File: src/rtl/dataflow_taint_sink.sv
// dataflow_taint_sink: receiving end of the two-stream data-flow test interface.
// Accepts up to two valid-qualified words per cycle (in1 before in2) into an
// in-order FIFO with a ready/valid drain port, and tracks drops and taint.
// Head outputs come straight from storage registers indexed by the read pointer.

module dataflow_taint_sink #(
    parameter int unsigned DATA_W = 32,
    parameter int unsigned DEPTH  = 4,
    parameter int unsigned CNT_W  = 16
) (
    input  logic              clk,
    input  logic              rst,
    input  logic [DATA_W-1:0] in1_data,
    input  logic              in1_valid,
    input  logic [DATA_W-1:0] in1_data_t0,
    input  logic              in1_valid_t0,
    input  logic [DATA_W-1:0] in2_data,
    input  logic              in2_valid,
    input  logic [DATA_W-1:0] in2_data_t0,
    input  logic              in2_valid_t0,
    output logic [DATA_W-1:0] out_data,
    output logic [DATA_W-1:0] out_data_t0,
    output logic              out_ctl_t0,
    output logic              out_src,
    output logic              out_valid,
    input  logic              out_ready,
    output logic [CNT_W-1:0]  drop_cnt,
    output logic [CNT_W-1:0]  taint_cnt,
    output logic              taint_alarm,
    input  logic              alarm_clr
);

    localparam int unsigned AW = $clog2(DEPTH);
    localparam int unsigned CW = AW + 1;

    typedef logic [AW-1:0] ptr_t;
    typedef logic [CW-1:0] cnt_t;

    // FIFO storage, deliberately not reset
    logic [DATA_W-1:0] mem_data [DEPTH];
    logic [DATA_W-1:0] mem_dt0  [DEPTH];
    logic              mem_vt0  [DEPTH];
    logic              mem_src  [DEPTH];

    ptr_t             wr_ptr_q, wr_ptr_d;
    ptr_t             rd_ptr_q, rd_ptr_d;
    cnt_t             count_q, count_d;
    logic [CNT_W-1:0] drop_cnt_q, drop_cnt_d;
    logic [CNT_W-1:0] taint_cnt_q, taint_cnt_d;
    logic             alarm_q, alarm_d;

    logic       pop;
    cnt_t       space;
    logic       taint1, taint2;
    logic       acc1, acc2;
    logic       drop1, drop2;
    cnt_t       n_acc;
    ptr_t       wr1_addr, wr2_addr;
    logic [1:0] taint_add, drop_add;
    logic       alarm_set;

    // Saturating accumulate; a sum past the top clamps to all-ones
    function automatic logic [CNT_W-1:0] sat_add(input logic [CNT_W-1:0] a,
                                                 input logic [1:0]       b);
        logic [CNT_W:0] s;
        s = {1'b0, a} + (CNT_W+1)'(b);
        return s[CNT_W] ? {CNT_W{1'b1}} : s[CNT_W-1:0];
    endfunction

    // Accept/drop decision, write slots, counter and alarm next state
    always_comb begin
        pop    = out_valid & out_ready;
        // A pop frees its slot for this cycle's pushes
        space  = cnt_t'(DEPTH) - count_q + cnt_t'(pop);
        taint1 = (|in1_data_t0) | in1_valid_t0;
        taint2 = (|in2_data_t0) | in2_valid_t0;
        acc1   = in1_valid && (space != '0);
        acc2   = in2_valid && (in1_valid ? (space >= cnt_t'(2)) : (space != '0));
        drop1  = in1_valid & ~acc1;
        drop2  = in2_valid & ~acc2;
        n_acc  = cnt_t'(acc1) + cnt_t'(acc2);

        wr1_addr = wr_ptr_q;
        // in2 lands right after in1 when both are accepted
        wr2_addr = acc1 ? wr_ptr_q + ptr_t'(1) : wr_ptr_q;

        wr_ptr_d = wr_ptr_q + ptr_t'(n_acc);
        rd_ptr_d = rd_ptr_q + ptr_t'(pop);
        count_d  = count_q - cnt_t'(pop) + n_acc;

        taint_add = {1'b0, acc1 & taint1} + {1'b0, acc2 & taint2};
        drop_add  = {1'b0, drop1} + {1'b0, drop2};

        drop_cnt_d  = sat_add(drop_cnt_q, drop_add);
        taint_cnt_d = sat_add(taint_cnt_q, taint_add);

        // Tainted control counts even without its valid; dropped taint still alarms
        alarm_set = (acc1 & taint1) | (acc2 & taint2) |
                    (drop1 & taint1) | (drop2 & taint2) |
                    in1_valid_t0 | in2_valid_t0;
        alarm_d   = alarm_set | (alarm_q & ~alarm_clr);
    end

    // Control state: pointers, occupancy, counters and sticky alarm
    always_ff @(posedge clk or negedge rst) begin
        if (!rst) begin
            wr_ptr_q    <= '0;
            rd_ptr_q    <= '0;
            count_q     <= '0;
            drop_cnt_q  <= '0;
            taint_cnt_q <= '0;
            alarm_q     <= 1'b0;
        end else begin
            wr_ptr_q    <= wr_ptr_d;
            rd_ptr_q    <= rd_ptr_d;
            count_q     <= count_d;
            drop_cnt_q  <= drop_cnt_d;
            taint_cnt_q <= taint_cnt_d;
            alarm_q     <= alarm_d;
        end
    end

    // Storage write: up to two entries per cycle into distinct slots
    always_ff @(posedge clk) begin
        for (int unsigned i = 0; i < DEPTH; i++) begin
            if (acc2 && (wr2_addr == ptr_t'(i))) begin
                mem_data[i] <= in2_data;
                mem_dt0[i]  <= in2_data_t0;
                mem_vt0[i]  <= in2_valid_t0;
                mem_src[i]  <= 1'b1;
            end else if (acc1 && (wr1_addr == ptr_t'(i))) begin
                mem_data[i] <= in1_data;
                mem_dt0[i]  <= in1_data_t0;
                mem_vt0[i]  <= in1_valid_t0;
                mem_src[i]  <= 1'b0;
            end
        end
    end

    assign out_data    = mem_data[rd_ptr_q];
    assign out_data_t0 = mem_dt0[rd_ptr_q];
    assign out_ctl_t0  = mem_vt0[rd_ptr_q];
    assign out_src     = mem_src[rd_ptr_q];
    assign out_valid   = (count_q != '0);
    assign drop_cnt    = drop_cnt_q;
    assign taint_cnt   = taint_cnt_q;
    assign taint_alarm = alarm_q;

endmodule

File: config.mk
export PLATFORM = sky130hd
export DESIGN_NAME = dataflow_taint_sink
export DESIGN_NICKNAME = d
export VERILOG_FILES = /design/src/rtl/dataflow_taint_sink.sv
export SDC_FILE = /design/constraint.sdc
export NUM_CORES = 1
export LEC_CHECK = 0
export CAP_MARGIN = 20
export CORE_ASPECT_RATIO = 0.75
export CORE_UTILIZATION = 49
export DETAILED_ROUTE_END_ITERATION = 6
export PLACE_DENSITY = 0.77
export SLEW_MARGIN = 0
export SYNTH_ARGS = -nofsm -noshare
export SYNTH_HDL_FRONTEND = slang
export SYNTH_SLANG_ARGS = --single-unit
File: constraint.sdc
create_clock -name clk -period 7.4 [get_ports clk]
set_input_delay 0.74 -clock clk [delete_from_list [all_inputs] [get_ports clk]]
set_output_delay 0.74 -clock clk [all_outputs]
set_load 0.01 [all_outputs]
Word-level counts from Yosys, hierarchy flattened
Memory sizes are Yosys's and may differ from the RTL's.
Index checks and enable logic that the tools add are counted.
Word-level totals
  logic and storage cells: 152
  bits in writable memories: 264
  output and inout port bits: 100
  memories kept: 4
  input port bits: 136
  register bits after elaboration: 40
Memory list
  mem_data: depth 4, bits a word 32, read ports 1, clocked after memory_dff 0, write ports 2, RTL line 40  | logic [DATA_W-1:0] mem_data [DEPTH];
  mem_dt0: depth 4, bits a word 32, read ports 1, clocked after memory_dff 0, write ports 2, RTL line 41  | logic [DATA_W-1:0] mem_dt0 [DEPTH];
  mem_src: depth 4, bits a word 1, read ports 1, clocked after memory_dff 0, write ports 2, RTL line 43  | logic mem_src [DEPTH];
  mem_vt0: depth 4, bits a word 1, read ports 1, clocked after memory_dff 0, write ports 2, RTL line 42  | logic mem_vt0 [DEPTH];
Operators by class
  magnitude comparators: 1
  bitwise logic cells: 35
  equality and inequality tests: 6
  add/subtract/negate cells: 12
  reductions and logical operators: 24
  mux-type cells: 64
Operators with widths (number)
  $mux W32: 12
  $reduce_or A32 Y1: 6
  $mux W1: 41
  $add A16 B2 Y17: 2
  $mux W16: 2
  $or A1 B1 Y1: 24
  $mux W2: 9
  $logic_and A1 B1 Y1: 10
  $and A1 B1 Y1: 8
  $eq A2 B2 Y1 const B: 4
  $add A1 B1 Y2: 3
  $reduce_bool A3 Y1: 2
  $eq A2 B1 Y1 const B: 2
  $logic_not A2 Y1: 2
  $reduce_or A1 Y1: 4
  $add A3 B1 Y3: 1
  $add A3 B2 Y3: 1
  $ge A3 B2 Y1 const B: 1
  $not A1 Y1: 3
  $sub A3 B1 Y3: 1
  $sub A3 B3 Y3 const A: 1
  $add A2 B1 Y2: 1
  $add A2 B1 Y2 const B: 1
  $add A2 B2 Y2: 1

Depth between registers and ports, before layout
Gate-level depths: netlist (run 1).
  depth after elaboration: 13
  gate-level depth with buffers: 17
  gate-level depth less buffers: 17

Worst setup path after synthesis (run 1)
No wires, ideal clock.
  path kind: register to register
  start: register count_q[0]
  end: memory mem_data[0][0], enable pin
  data arrival time: 6.907 ns
  setup time: 0.591 ns
  path slack: -0.098 ns
  period minus slack after synthesis: 7.498 ns
  stages on the path, launching flop included: 11
  path buffers: 0
  required time: 6.809 ns
  cells stage by stage: dfrtp_1 -> or3_1 -> nand2_1 -> ha_1 -> inv_1 -> ha_1 -> xor2_2 -> o31ai_4 -> inv_1 -> nand2_1 -> o32ai_1
RTL lines
  start, declared: RTL line 47  | cnt_t count_q, count_d;
  start signal, assigned: RTL line 116  | count_q <= count_d;
  end, declared: RTL line 40

Worst setup path after layout (run 1)
  start: register count_q[1]
  end: register drop_cnt_q[1] (netlist: drop_cnt[1])
Between the ends
  longest elaborated chain between the ends: 11
  elaborated cells between the ends (all ways): 16
  classes of those cells: add/sub: 4; order compare: 1; mux: 2; bitwise: 5; reduce/logical: 4
RTL lines
  branches (longest 2 deep; another with $sub A3 B3 Y3)
  $add A3 B1 Y3 (*): RTL line 74  | space = cnt_t'(DEPTH) - count_q + cnt_t'(pop);
  $ge A3 B2 Y1 or $reduce_bool A3 Y1 (tied branches): RTL line 78, 77
  $mux W1: RTL line 78  | acc2 = in2_valid && (in1_valid ? (space >= cnt_t'(2)) : (space != '0));
  $logic_and A1 B1 Y1: RTL line 78
  $not A1 Y1: RTL line 80  | drop2 = in2_valid & ~acc2;
  $and A1 B1 Y1: RTL line 80
  $add A1 B1 Y2 (*): RTL line 92  | drop_add = {1'b0, drop1} + {1'b0, drop2};
  $add A16 B2 Y17 (*): RTL line 66  | s = {1'b0, a} + (CNT_W+1)'(b);
  $mux W16 (*): RTL line 67  | return s[CNT_W] ? {CNT_W{1'b1}} : s[CNT_W-1:0];
  named net drop_cnt_d[1]: RTL line 48  | logic [CNT_W-1:0] drop_cnt_q, drop_cnt_d;
  end signal, assigned: RTL line 117  | drop_cnt_q <= drop_cnt_d;
  end, declared: RTL line 48
Mark *: on every way through the listed nets, which the timed path passes.

==> results of run 1 <==
sequential cells by signal, summed over array words and instances (netlist names):
signal       cells
rd_ptr_q         2
mem_dt0        128
drop_cnt        16
mem_vt0          4
count_q          3
mem_data       128
wr1_addr         2
mem_src          4
taint_alarm      1
taint_cnt       16
power groups by stage:
| stage | sequential (µW) | clock [µW] | combinational, µW |
|---|---|---|---|
| floorplan | 3070 | 0 | 2090 |
| global placement | 3200 | 0 | 3310 |
| detailed placement | 3220 | 0 | 3340 |
| CTS | 3190 | 1590 | 3360 |
| global route | 3260 | 1650 | 3520 |
| finish | 3180 | 1570 | 3310 |
area by class of cell:
| class | count | share of cell area, % |
|---|---|---|
| Antenna cell | 2 | 0.0266 |
| Clock buffer | 36 | 4.23 |
| Clock inverter | 20 | 1.09 |
| Inverter | 27 | 0.539 |
| Multi-Input combinational cell | 508 | 31.1 |
| Sequential cell | 304 | 47.5 |
| Tap cell | 399 | 2.66 |
| Timing Repair Buffer | 244 | 12.9 |
stage by stage:
step	total power (µW)	setup slack (ns)	instance area [µm²]	hold WS (ns)
after floorplan	5150	0.0606	15100	0.427
after global placement	6510	2.76	17800	0.473
after detailed placement	6560	2.75	17800	0.461
after CTS	8140	3.09	18800	0.318
after global routing	8440	2.76	18800	0.371
final	8060	3.16	18800	0.293
per-layer routing:
layer,global-route usage (%),vias to the layer above
li1,-,4005
met1,33.6,4525
met2,35.3,349
met3,4.32,54
met4,5.40,2
met5,0,-
Yosys cell counts (all sizes together) (2+ instances only):
| master | number | area share (%) |
|---|---|---|
| o21ai | 4 | 0.13 |
| nor2 | 8 | 0.20 |
| buf | 38 | 2.0 |
| xnor2 | 14 | 0.81 |
| mux2i | 2 | 0.13 |
| mux4 | 66 | 9.9 |
| or4 | 2 | 0.099 |
| dfrtp | 40 | 6.6 |
| o311ai | 4 | 0.43 |
| mux2 | 262 | 20 |
| a31oi | 4 | 0.17 |
| inv | 27 | 0.67 |
| nor3 | 5 | 0.17 |
| o22ai | 2 | 0.083 |
| o31ai | 2 | 0.28 |
| nand2 | 32 | 0.80 |
| nand3 | 13 | 0.43 |
| clkbuf | 6 | 0.15 |
| fa | 3 | 0.40 |
| nor2b | 3 | 0.12 |
| nor4 | 21 | 0.87 |
| or3 | 3 | 0.12 |
| edfxtp | 263 | 52 |
| xor2 | 12 | 0.75 |
| a41oi | 4 | 0.23 |
| nand4 | 11 | 0.46 |
| nand2b | 6 | 0.25 |
| ha | 14 | 1.2 |
| and4 | 3 | 0.17 |
final timing paths:
check                      cells after the start  startpoint       endpoint
min reg2reg                                    1  mem_src[2]     mem_src[2]
min                                            1         rst  taint_cnt[15]
max reg2reg                                   13  count_q[1]    drop_cnt[1]
min in group clk                               1  mem_src[2]     mem_src[2]
max                                           13  count_q[1]    drop_cnt[1]
max in group asynchronous                      1         rst    rd_ptr_q[0]
logic make-up after synthesis:
family,Yosys count
flip-flops,304
buffers and inverters,71
AND/OR/NAND/NOR,109
AO/OA/AOI/OAI,26
adder cells (fa/ha/maj),17
multiplexers,330
XOR/XNOR,26
==> out/results.txt, run 1 <==
fillers - 2178
Flop pwr share - 39.5%
post-CTS setup buffers - 0
Root Driver - clkbuf_16
Avg Inst Size Synth - 17.1 µm²
Post-Synth Simple-Gate Area - 3.80%
Final Skew - 0.0128 ns
XOR/XNOR Fraction of Synth Area - 1.56%
total routed wirelength - 35900 µm
Pint - 5420 µW
Max VDD drop - 240 µV
Netlist Area Pre-Place - 15100 µm²
Pleak - 0.00654 µW
status - finished clean
Top delay family on crit path - simple AND/OR/NAND/NOR gates
largest net degree at the start of global routing - 68
max cap viols - 0
Crit path required time - 7.89 ns
Clk pwr share - 19.4%
die area - 31500 µm²
Vias/cell - 5.80
I/O pins - 236
Compound-Gate Fraction of Synth Area - 1.63%
R2R Setup Slk - 3.16 ns
Pins Over Slew Limit - 0
FF/Latch Area - 8930 µm²
Top FF cell, synth - edfxtp_1
commonest non-fill, non-tap cell in the layout - edfxtp_1
met3 WL post-DR - 2720 µm
CP max stage cell - or4_1
DR iter-0 viols - 666
TritonCTS clock tree - yes
Worst slew margin - 24.3%
core area - 30200 µm²
Synth Register Bits - 304
Worst setup SP type - register
hold crit path type - in2async
syn nets - 1036
Post-synth EDFFs - 263
PortBufs - 235
Buf/Inv on CP - 3
clock latency on the worst-skew pair - 0.57 ns
mux share of post-synthesis cell area - 29.5%
final non-filler cell total - 1540
first-pass GRT wire length - 55100 µm
Worst-path clk slew - 0.07 ns
Initial Util - 49.9%
Worst setup EP type - register
Synth cell types - 44
FMAX - 0.236 GHz
number of nets in the layout - 1268
clk buf depth - 3
Post-CTS Resized - 0
main combinational cell family by area after synthesis - multiplexers
grt total ovfl - 0
Net Sw Power - 2640 µW
placed insts - 1482
Worst Path Arrival - 4.73 ns
final hold viol count - 0
CTS Sinks - 304
Crit Path Max Fanout - 13
Setup Viol. Count Final - 0
WL/cell - 23.3 µm
GRT Util Overall - 22.9%
highest-count cells in the layout ignoring fill and taps - 263 x edfxtp_1, 254 x mux2_2, 234 x clkdlybuf4s50_1
Die Ht - 154 µm
DRT Pass-1 Iters - 5
crit path kind - reg2reg
RSZ-0062 raised after global routing - false
adder-cell share of the synthesized area - 1.56%
worst path cell trace - or3_1 > nand2_1 > ha_1 > inv_1 > ha_1 > or4_1 > fa_1 > inv_1 > ha_1 > inv_1 > nor4_1 > nand4_1 > nand2b_1
met1 WL - 16100 µm
Max stage delay on crit path - 0.58 ns
CTS Buf Count - 30
Rows - 55
YS warnings - 0
post-synthesis cell count - 883
setup_tns - 0 ns
combinational power share - 41.1%
Placer Congestion - 0.822
Top Layer Used - met5
share of cells above drive strength 1 - 34.2%
HPWL after detailed placement - 21600 µm
min Tclk post-route - 4.24 ns
antenna viol nets, final - 0
area growth from synthesis to layout - 24.5%
met2 WL post-DR - 16200 µm
via count - 8935
vias in the first global route - 9231
Layout Utilization - 62.2%
ratio of final minimum period to clock period - 57.4%
DRC - 0
initial antenna violation count - 4
post-synthesis sequential area ratio - 59.1%
Worst Max-Slew Pin Slew - 1.14 ns
Multi-input gate area - 5840 µm²
cts hold-fix bufs - 0
Max H-tree Level - 1
Pwr Density - 429 nW/µm²
ys async rst share - 13.2%
Sw Ratio - 32.8%
Die Width - 205 µm
(Power assumes the default switching activity.)
==> run 2, diff against run 1 <==
- CORE_UTILIZATION: 49 -> 54
- PLACE_DENSITY: 0.77 -> 0.8
- clock period: 7.4 -> 4.12 ns (I/O delays scaled with it)
==> run 2 against run 1 <==
  * The flow now finishes with violations (negative hold slack)
  * Via count down 0.27%
  * Critical endpoint is now drop_cnt[14]
  * Final area grew 0.83%
  * Register-to-register slack lost 2.9 ns
  * Sequential power up 74%
  * Sequential share of layout area down 0.39 points
  * Combinational power grew 92%
==> out/results.txt, run 2 (same netlist as run 1, synthesis figures left out) <==
met1 WL - 15100 µm
Clk pwr share - 18.1%
worst reg2reg endpoint - drop_cnt[14]
GRT Util Overall - 24.7%
CTS Buf Count - 30
R2R depth - 14
commonest non-fill, non-tap cell in the layout - edfxtp_1
setup_tns - 0 ns
Placer Congestion - 0.793
Worst-path clk slew - 0.06 ns
Worst Path Arrival - 4.29 ns
total routed wirelength - 35000 µm
max cap viols - 0
met3 WL post-DR - 2270 µm
Worst setup EP type - register
Sw Ratio - 32.4%
failing checks - negative hold slack
Final Skew - 0.00914 ns
via count - 8911
DRC - 0
area growth from synthesis to layout - 25.6%
core area - 27200 µm²
Top Layer Used - met5
vias in the first global route - 9415
FMAX - 0.261 GHz
placed insts - 1451
ratio of final minimum period to clock period - 93.0%
final non-filler cell total - 1505
post-CTS setup buffers - 0
Initial Util - 55.5%
Max VDD drop - 512 µV
R2R Setup Slk - 0.29 ns
min Tclk post-route - 3.83 ns
clk buf depth - 3
Worst slew margin - 26.8%
Layout Utilization - 69.7%
initial antenna violation count - 3
antenna viol nets, final - 0
TritonCTS clock tree - yes
Vias/cell - 5.92
number of nets in the layout - 1285
Crit Path Max Fanout - 4
Pins Over Slew Limit - 0
Flop pwr share - 38.1%
Worst R2R Start - count_q[2]
WL/cell - 23.3 µm
HPWL after detailed placement - 22000 µm
hold crit path type - in2async
crit path kind - reg2reg
Die Ht - 147 µm
first-pass GRT wire length - 54400 µm
Worst setup SP type - register
Pleak - 0.00666 µW
Setup Viol. Count Final - 0
DRT Pass-1 Iters - 4
Crit path required time - 4.58 ns
clock latency on the worst-skew pair - 0.55 ns
Root Driver - clkbuf_16
die area - 28600 µm²
hold slack - -0.0179 ns
highest-count cells in the layout ignoring fill and taps - 263 x edfxtp_1, 254 x mux2_2, 234 x clkdlybuf4s50_1
Max H-tree Level - 1
Worst Max-Slew Pin Slew - 1.10 ns
largest net degree at the start of global routing - 68
biggest regs - mem_data (128), mem_dt0 (128)
grt total ovfl - 0
Pwr Total - 14500 µW
combinational power share - 43.8%
status - finished, violations left
Pint - 9790 µW
PortBufs - 235
Rows - 52
Pwr Density - 765 nW/µm²
DR iter-0 viols - 580
Die Width - 195 µm
final hold viol count - 11
I/O pins - 236
share of cells above drive strength 1 - 35.1%
RSZ-0062 raised after global routing - false
Net Sw Power - 4700 µW
met2 WL post-DR - 16600 µm
CTS Sinks - 304
==> run 2: power groups by stage <==
stage          Combinational [µW]  Clock (µW)  Sequential, µW
2_1_floorplan                3790           0            5400
3_3_place_gp                 6320           0            5540
3_5_place_dp                 6390           0            5590
4_1_cts                      6430        2670            5530
5_1_grt                      6750        2780            5640
6_report                     6350        2620            5520
==> run 2: timing repair <==
item,CTS,global route
hold buffers,0,0
setup endpoints to repair,0,13
gates resized for setup,0,1
==> run 2: layer usage <==
layer	vias to the layer above	global-route usage, %
li1	4047	-
met1	4497	34.6
met2	300	39.8
met3	63	5.05
met4	4	6.61
met5	-	0
==> run 2: how the worst max path moves through the flow <==
stage | endpoint | from
2_1_floorplan | mem_data[1][0] | count_q[0]
3_3_place_gp | taint_cnt[5] | out_ready
3_5_place_dp | taint_cnt[5] | out_ready
4_1_cts | drop_cnt[14] | count_q[2]
5_1_grt | taint_cnt[5] | count_q[0]
6_report | drop_cnt[14] | count_q[2]
==> run 2: worst max-delay path: stages (launching register included) <==
cell and delay [ns]:
dfrtp_1 0.43, or3_1 0.35, nand2_1 0.10, ha_1 0.15
inv_1 0.04, ha_1 0.36, or4_1 0.59, fa_1 0.45
inv_1 0.08, ha_1 0.23, inv_1 0.11, nor4_1 0.44
buf_4 0.20, a21oi_1 0.06, a41oi_1 0.16
==> run 2: area by class of cell <==
type / instances / area, µm²
fillers: 1801 / 8250
repair buffers: 261 / 2690
flip-flops and latches: 304 / 8930
diodes: 1 / 2.50
multi-input cells: 508 / 5850
clock inverters: 12 / 80.1
clock buffers: 41 / 853
well taps: 351 / 439
inverters: 27 / 101
==> run 2: stage by stage <==
| stage | area (µm²) | setup WS, ns | hold slack, ns |
|---|---|---|---|
| 2_1_floorplan | 15100 | -0.161 | 0.116 |
| 3_3_place_gp | 18000 | 0.344 | 0.452 |
| 3_5_place_dp | 18000 | 0.214 | 0.461 |
| 4_1_cts | 18900 | 0.291 | 0.00106 |
| 5_1_grt | 18900 | 0.0428 | 0.0492 |
| 6_report | 18900 | 0.288 | -0.0179 |
